`config.mk`:
```
export PLATFORM = sky130hd
export DESIGN_NAME = ram_loader
export DESIGN_NICKNAME = d
export VERILOG_FILES = /design/src/rtl/ram_loader.sv
export SDC_FILE = /design/constraint.sdc
export NUM_CORES = 1
export LEC_CHECK = 0
export ABC_CLOCK_PERIOD_IN_PS = 2100
export CORE_MARGIN = 1.5
export CORE_UTILIZATION = 44
export DETAILED_ROUTE_END_ITERATION = 6
export MAX_ROUTING_LAYER = met4
export PLACE_DENSITY = 0.71
export SYNTH_ARGS = -nofsm -noshare
export SYNTH_HDL_FRONTEND = slang
export SYNTH_SLANG_ARGS = --single-unit
```
`constraint.sdc`:
```
create_clock -name CLK -period 2.1 [get_ports CLK]
set_input_delay 0.42 -clock CLK [delete_from_list [all_inputs] [get_ports CLK]]
set_output_delay 0.42 -clock CLK [all_outputs]
set_load 0.05 [all_outputs]
```
`src/rtl/ram_loader.sv`:
```
// Boot loader: LEN-prefixed big-endian byte stream -> 16-bit RAM writes from address 0, one word per 3 cycles at best.
// Define RAM_LOADER_CHECKSUM_EN to require a trailing 16-bit SUM word; otherwise no sum logic is built.
module ram_loader #(
   parameter int DATA_WIDTH = 16,
   parameter int ADDR_WIDTH = 13,
   parameter int MEM_DEPTH  = 8192
) (
   input  logic                  CLK,
   input  logic                  RST,
   input  logic                  start,
   input  logic [7:0]            byteIn,
   input  logic                  byteValid,
   output logic                  byteReady,
   output logic [ADDR_WIDTH-1:0] address,
   output logic [DATA_WIDTH-1:0] dataOut,
   output logic                  load,
   output logic                  busy,
   output logic                  done,
   output logic                  error,
   output logic [ADDR_WIDTH:0]   wordCount
);

   typedef enum logic [3:0] {
      S_IDLE, S_LEN_HI, S_LEN_LO, S_DAT_HI, S_DAT_LO,
      S_WRITE, S_SUM_HI, S_SUM_LO, S_DONE, S_ERROR
   } state_t;

`ifdef RAM_LOADER_CHECKSUM_EN
   localparam state_t S_FIN = S_SUM_HI;
`else
   localparam state_t S_FIN = S_DONE;
`endif

   state_t                state_q, state_d;
   logic [ADDR_WIDTH-1:0] addr_q, addr_d;
   logic [DATA_WIDTH-1:0] data_q, data_d;
   logic [ADDR_WIDTH:0]   wcount_q, wcount_d;
   logic [15:0]           len_q, len_d;
`ifdef RAM_LOADER_CHECKSUM_EN
   logic [15:0]           sum_q, sum_d;
   logic [7:0]            sum_hi_q, sum_hi_d;
`endif

   logic        byte_acc;
   logic        restart;
   logic        last_word;
   logic [15:0] len_word;

   assign byte_acc  = byteValid && byteReady;
   assign restart   = start && (state_q == S_IDLE || state_q == S_DONE || state_q == S_ERROR);
   assign len_word  = {len_q[15:8], byteIn};
   assign last_word = (32'(wcount_q) + 32'd1) == 32'(len_q);

   always_ff @(posedge CLK or posedge RST) begin
      if (RST) begin
         state_q <= S_IDLE;
      end else begin
         state_q <= state_d;
      end
   end

   always_comb begin
      state_d = state_q;
      case (state_q)
         S_IDLE, S_DONE, S_ERROR: if (start) state_d = S_LEN_HI;
         S_LEN_HI: if (byte_acc) state_d = S_LEN_LO;
         S_LEN_LO: begin
            if (byte_acc) begin
               if (len_word == 16'd0)
                  state_d = S_FIN;
               else if ({16'd0, len_word} > 32'(MEM_DEPTH))
                  state_d = S_ERROR;
               else
                  state_d = S_DAT_HI;
            end
         end
         S_DAT_HI: if (byte_acc) state_d = S_DAT_LO;
         S_DAT_LO: if (byte_acc) state_d = S_WRITE;
         S_WRITE:  state_d = last_word ? S_FIN : S_DAT_HI;
`ifdef RAM_LOADER_CHECKSUM_EN
         S_SUM_HI: if (byte_acc) state_d = S_SUM_LO;
         S_SUM_LO: if (byte_acc) state_d = ({sum_hi_q, byteIn} == sum_q) ? S_DONE : S_ERROR;
`endif
         default:  state_d = S_IDLE;
      endcase
   end

   always_comb begin
      byteReady = 1'b0;
      load      = 1'b0;
      busy      = 1'b1;
      done      = 1'b0;
      error     = 1'b0;
      case (state_q)
         S_IDLE:  busy = 1'b0;
         S_DONE:  begin busy = 1'b0; done  = 1'b1; end
         S_ERROR: begin busy = 1'b0; error = 1'b1; end
         S_WRITE: load = 1'b1;
         default: byteReady = 1'b1;
      endcase
   end

   // Datapath: capture bytes into the field they belong to; WRITE bumps the pointers.
   always_comb begin
      addr_d   = addr_q;
      data_d   = data_q;
      wcount_d = wcount_q;
      len_d    = len_q;
`ifdef RAM_LOADER_CHECKSUM_EN
      sum_d    = sum_q;
      sum_hi_d = sum_hi_q;
`endif
      if (restart) begin
         addr_d   = '0;
         wcount_d = '0;
`ifdef RAM_LOADER_CHECKSUM_EN
         sum_d    = '0;
`endif
      end
      case (state_q)
         S_LEN_HI: if (byte_acc) len_d[15:8]  = byteIn;
         S_LEN_LO: if (byte_acc) len_d[7:0]   = byteIn;
         S_DAT_HI: if (byte_acc) data_d[15:8] = byteIn;
         S_DAT_LO: if (byte_acc) data_d[7:0]  = byteIn;
         S_WRITE: begin
            addr_d   = addr_q + {{(ADDR_WIDTH-1){1'b0}}, 1'b1};
            wcount_d = wcount_q + {{ADDR_WIDTH{1'b0}}, 1'b1};
`ifdef RAM_LOADER_CHECKSUM_EN
            sum_d    = sum_q + data_q;
`endif
         end
`ifdef RAM_LOADER_CHECKSUM_EN
         S_SUM_HI: if (byte_acc) sum_hi_d = byteIn;
`endif
         default: ;
      endcase
   end

   always_ff @(posedge CLK or posedge RST) begin
      if (RST) begin
         addr_q   <= '0;
         data_q   <= '0;
         wcount_q <= '0;
         len_q    <= '0;
`ifdef RAM_LOADER_CHECKSUM_EN
         sum_q    <= '0;
         sum_hi_q <= '0;
`endif
      end else begin
         addr_q   <= addr_d;
         data_q   <= data_d;
         wcount_q <= wcount_d;
         len_q    <= len_d;
`ifdef RAM_LOADER_CHECKSUM_EN
         sum_q    <= sum_d;
         sum_hi_q <= sum_hi_d;
`endif
      end
   end

   assign address   = addr_q;
   assign dataOut   = data_q;
   assign wordCount = wcount_q;

endmodule

```
==> After elaboration in Yosys (flattened, before gate mapping) <==
Index checks and enable logic that the tools add are counted.
W data, S select, Z words.
{ "totals": {"register_bits": 63, "latch_bits": 0, "mem_bits_rw": 0, "rom_bits": 0, "input_bits": 12, "word_cells": 56, "n_memories": 0} }
{ "classes": {"addsub": 3, "n_mul": 0, "n_div": 0, "n_lt_le_gt_ge": 1, "n_eq_ne": 13, "n_shift": 0, "n_mux": 18, "bitwise": 0, "n_reduce_logical": 14} }
{ "ops": {"columns": ["cell", "n"], "rows": [
  ["$mux W4", 8],
  ["$mux W14", 2],
  ["$mux W13", 2],
  ["$pmux W4 S6", 1],
  ["$eq A15 B16 Y1", 1],
  ["$gt A16 B14 Y1 const B", 1],
  ["$logic_not A16 Y1", 1],
  ["$add A14 B1 Y15 const B", 1],
  ["$add A14 B1 Y14 const B", 1],
  ["$add A13 B1 Y13 const B", 1],
  ["$eq A4 B2 Y1 const B", 2],
  ["$eq A4 B3 Y1 const B", 2],
  ["$eq A4 B4 Y1 const B", 2],
  ["$ne A2 B2 Y1 const B", 4],
  ["$reduce_and A2 Y1", 4],
  ["$mux W1", 5],
  ["$reduce_and A5 Y1", 1],
  ["$eq A4 B1 Y1 const B", 1],
  ["$logic_not A4 Y1", 1],
  ["$reduce_or A4 Y1", 1],
  ["$reduce_or A3 Y1", 1],
  ["$logic_and A1 B1 Y1", 2],
  ["$logic_or A1 B1 Y1", 2],
  ["$ne A2 B1 Y1 const B", 1],
  ["$reduce_bool A2 Y1", 1]
]} }

==> Longest topological paths before layout <==
{ "logic_depth": {"ltp_word": 6, "ltp_mapped": 9, "ltp_nobuf": 8} }

==> Worst setup path after synthesis <==
OpenSTA, ideal clock, no wires.
{ "synth_path": {"path_kind": "register to register", "from": "register wcount_q[1], in the netlist wordCount[1]", "to": "register state_q[3]", "setup_time_ns": 0.076, "arrival_time_ns": 2.403, "required_time_ns": 2.024, "setup_slack_ns": -0.380, "path_stages_with_launch": 9, "period_less_slack_ns": 2.480, "cell_sequence": "dfrtp_1 > ha_1 > clkbuf_2 > nand3_1 > nor4_1 > xnor2_1 > nand4_1 > or4_1 > o21ai_1"} }
{ "synth_via": {"elab_chain_len": 4} }
{ "synth_lines": {"columns": ["item", "line_no", "text"], "rows": [
  ["start, declared", "37", "logic [ADDR_WIDTH:0] wcount_q, wcount_d;"],
  ["start signal, assigned", "152", "wcount_q <= wcount_d;"],
  ["$add A14 B1 Y15", "52", "assign last_word = (32'(wcount_q) + 32'd1) == 32'(len_q);"],
  ["$eq A15 B16 Y1", "52", null],
  ["$mux W4", "79", "S_WRITE: state_d = last_word ? S_FIN : S_DAT_HI;"],
  ["$pmux W4 S6", "64", "case (state_q)"],
  ["end signal, assigned", "58", "state_q <= state_d;"],
  ["end, declared", "34", "state_t state_q, state_d;"]
]} }
No other way between the ends.
A chain may end at the register's enable or synchronous reset.

==> Final worst setup path <==
{ "layout_path": {"from": "register wcount_q[2], in the netlist wordCount[2]", "to": "output port wordCount[2]"} }
{ "layout_lines": {"columns": ["item", "line_no", "text"], "rows": [
  ["end, declared", "20", "output logic [ADDR_WIDTH:0] wordCount"]
]} }
No word-level cell between the ends.

==> load_flow_metrics.sql <==
INSERT INTO impl_metrics (metric_group, metric, value, unit) VALUES
('global_routing', 'grt_pass1_wl', '14000', 'µm'),
('clock_tree', 'worstSkewPairLatency', '0.35', 'ns'),
('detailed_routing', 'detail_route.drc_violations', '0', ''),
('synthesis', 'synth.yosys.warnings', '0', ''),
('detailed_routing', 'viasPerCell', '5.56', ''),
('clock_tree', 'clk_pin_slew', '0.07', 'ns'),
('outcome', 'run_status', 'finished clean', ''),
('synthesis', 'ys.flop_type', 'dfrtp_1', ''),
('floorplanning', 'initial_utilization', '0.461', ''),
('floorplanning', 'die_w', '90.9', 'µm'),
('setup_path', 'crit_path_top_delay_cell', 'clkdlybuf4s50_1', ''),
('floorplanning', 'die_h', '90.9', 'µm'),
('power', 'power.leakage', '2.00', 'nW'),
('synthesis', 'synth_cell_type_count', '57', ''),
('setup_path', 'crit_path_end_kind', 'output port', ''),
('setup_path', 'cp_data_arrival_time', '1.66', 'ns'),
('sta', 'layout_min_cycle_time', '2.08', 'ns'),
('setup_path', 'cp.buffers_inverters', '1', ''),
('synthesis', 'post_synth_inst_count', '340', ''),
('synthesis', 'syn_avg_cell_area', '9.99', 'µm²'),
('clock_tree', 'tritoncts', 'built', ''),
('global_routing', 'grt_max_degree', '64', ''),
('clock_tree', 'max-clock-path-buffers', '2', ''),
('global_routing', 'via_count_of_the_first_global_routing_pass', '2824', ''),
('synthesis', 'synth.cell_area', '3400', 'µm²'),
('detailed_routing', 'routed_wire_length_per_instance', '16.1', 'µm'),
('detailed_routing', 'detailedRoute.firstIterationViolations', '249', ''),
('setup_path', 'setup.reg_to_reg.worst_slack', '0.04', 'ns'),
('sta', 'worst_clock_skew', '0.00979', 'ns'),
('min_path', 'min_path_type', 'in2async', ''),
('setup_path', 'critPathMaxStageDelay', '0.85', 'ns'),
('final_layout', 'area_growth', '36.1', '%'),
('sta', 'final-max-slew-violation-count', '0', ''),
('sta', 'layout_worst_path_cycle_share', '0.989', ''),
('final_layout', 'num-nets-final', '434', ''),
('setup_path', 'cp-start-kind', 'flop', ''),
('synthesis', 'post_syn_nets', '354', ''),
('setup_path', 'worstReg2RegEnd', 'state_q[3]', ''),
('final_layout', 'drive_above_1_share', '0.289', ''),
('place', 'detailed_placement_wirelength_estimate', '5990', 'µm'),
('power', 'power_density', '1300', 'nW/µm²'),
('clock_tree', 'clock_sink_count', '63', ''),
('setup_path', 'crit-reg2reg-launch', 'wordCount[0]', ''),
('detailed_routing', 'wirelength', '8420', 'µm'),
('final_layout', 'most-common-layout-cells', 'dfrtp_1 (52), clkdlybuf4s50_1 (43), o21ai_0 (32), mux2_2 (32), buf_4 (30)', ''),
('global_routing', 'grt_antenna_before_repair', '0', ''),
('sta', 'rsz0062_at_grt', 'true', ''),
('sta', 'hold_ws', '0.451', 'ns'),
('clock_tree', 'clockRootBuffer', 'clkbuf_8', ''),
('setup_path', 'ordered_list_of_cells_on_the_worst_path', 'clkdlybuf4s50_1', ''),
('detailed_routing', 'route.vias.total', '2914', ''),
('setup_path', 'path_type_of_the_worst_setup_path', 'reg2out', ''),
('sta', 'slew_of_the_pin_with_the_lowest_slew_margin', '0.527', 'ns'),
('sta', 'max_clock_freq', '481', 'MHz'),
('synthesis', 'seq_area_frac_synth', '0.464', ''),
('synthesis', 'proportion_of_synthesized_flip_flops_having_asynchronous_set_or_reset', '1.00', ''),
('job', 'drv_cap', '0', ''),
('final_layout', 'antenna_diode_instance_count', '0', ''),
('detailed_routing', 'drt-pass1-iter-count', '4', ''),
('clock_tree', 'cts-hold-fix-buffers', '0', ''),
('final_layout', 'fillerInstances', '629', ''),
('floorplanning', 'io_pins', '60', ''),
('floorplanning', 'floorplan.die_area', '8250', 'µm²'),
('clock_tree', 'max_h_tree_level', '3', ''),
('synthesis', 'synth_edf_count', '0', ''),
('sta', 'setup_violations', '0', ''),
('setup_path', 'timing.critical_path.required', '1.68', 'ns'),
('power', 'max-vdd-ir-drop', '0.000972', 'V'),
('global_routing', 'grt_overflow_total', '0', ''),
('synthesis', 'postSynthRegisterBits', '63', ''),
('detailed_routing', 'drtAntennaViolNets', '0', ''),
('sta', 'relSlewSlack', '0.648', ''),
('sta', 'hold_viol_final', '0', ''),
('place', 'place_congestion', '0.872', ''),
('clock_tree', 'numCtsBuffers', '9', ''),
('sta', 'tns', '0', 'ns'),
('setup_path', 'crit_path_max_delay_family', 'buffers and inverters', ''),
('place', 'port_buffers', '59', ''),
('floorplanning', 'rows', '31', ''),
('global_routing', 'track_usage', '0.220', ''),
('floorplanning', 'fp.coreArea', '7370', 'µm²'),
('setup_path', 'cp_max_fo', '9', ''),
('setup_path', 'ff2ff_path_depth', '7', ''),
('final_layout', 'most_common_library_cell_in_the_layout_ignoring_fill_and_taps', 'dfrtp_1', '');
==> report_power, final <==
group / leakage [nW] / internal [mW] / switching, mW
logic: 1.09 / 1.22 / 1.66
registers: 0.800 / 1.59 / 0.363
clock network: 0.110 / 0.701 / 0.483
total: 2.00 / 3.51 / 2.51
==> through the flow <==
step | area (µm²) | power (mW) | utilization | instances | setup WS [ns]
6_report | 4620 | 6.02 | 0.627 | 524 | 0.0227
5_1_grt | 4620 | 6.34 | 0.627 | 524 | -0.0602
4_1_cts | 4530 | 5.96 | 0.614 | 521 | 0.00437
3_5_place_dp | 4280 | 4.74 | 0.581 | 505 | -0.0947
3_3_place_gp | 4280 | 4.67 | 0.581 | 505 | -0.0191
2_1_floorplan | 3450 | 3.83 | - | 340 | -0.100
==> state kept, by name (all words and copies together) (netlist names) <==
| name | cells |
|---|---|
| dataOut | 16 |
| wordCount | 14 |
| state_q | 4 |
| len_q | 16 |
| address | 13 |
==> per-layer routing <==
layer / track usage / wire [µm] / share of wire / up-vias
met1: 0.297 / 3920 / 0.47 / 1438
li1: - / - / - / 1399
met2: 0.330 / 4010 / 0.48 / 64
met3: 0.0446 / 350 / 0.042 / 13
met4: 0.0768 / 136 / 0.016 / 0
met5: - / 0 / 0 / -
==> kinds of logic (layout without fill, tap and decap cells) <==
family	count (synthesis)	count (layout)	synth area share
and+or+nand+nor	125	125	0.204
AOI/OAI and AO/OA	71	71	0.127
DFF	63	63	0.464
muxes	34	34	0.112
buffers and inverters	25	110	0.0332
xor gates and xnor gates	20	20	0.0516
adders and majority gates	2	2	0.00737
==> layout make-up <==
class	count	area, µm²	area share
flip-flops and latches	63	1590	0.344
inverters	6	22.5	0.00487
well taps	99	124	0.0268
clock inverters	5	81.3	0.0176
clock buffers	11	141	0.0306
repair buffers	88	861	0.186
multi-input cells	252	1800	0.390
==> worst max-delay path by stage <==
stage	from	endpoint	slack (ns)	cells past startpoint
floorplan	wordCount[1]	state_q[3]	-0.10	9
global placement	byteIn[0]	state_q[1]	-0.02	7
detailed placement	wordCount[1]	state_q[0]	-0.09	7
CTS	wordCount[1]	state_q[3]	0.004	7
global route	wordCount[0]	state_q[3]	-0.06	7
finish	wordCount[2]	wordCount[2]	0.02	1
==> timing repair <==
action                     in CTS  in global routing
buffers inserted                0                  3
gates resized for setup         8                 16
pin swaps                       2                  3
setup endpoints to repair       7                  6
==> cell usage after synthesis, drive strengths merged, types with 2 or more instances <==
cell / n / area, µm²
nor3: 6 / 45.0
nand4: 11 / 75.1
and3: 6 / 40.0
mux2i: 2 / 20.0
nand3: 23 / 125
buf: 11 / 57.6
nor2b: 5 / 31.3
nor2: 19 / 73.8
ha: 2 / 25.0
nor4: 4 / 25.0
xnor2: 11 / 96.3
nand2: 29 / 109
o41ai: 3 / 26.3
nand2b: 3 / 18.8
nand3b: 2 / 15.0
nor4b: 2 / 23.8
o31ai: 8 / 60.1
mux2: 32 / 360
and2: 4 / 25.0
o21ai: 33 / 165
dfrtp: 63 / 1580
xor2: 9 / 78.8
inv: 6 / 22.5
a31oi: 5 / 31.3
and4: 2 / 18.8
a21oi: 9 / 45.0
or3b: 2 / 17.5
clkbuf: 8 / 32.5
or2: 2 / 12.5
o211ai: 3 / 22.5
(Power assumes the default switching activity.)
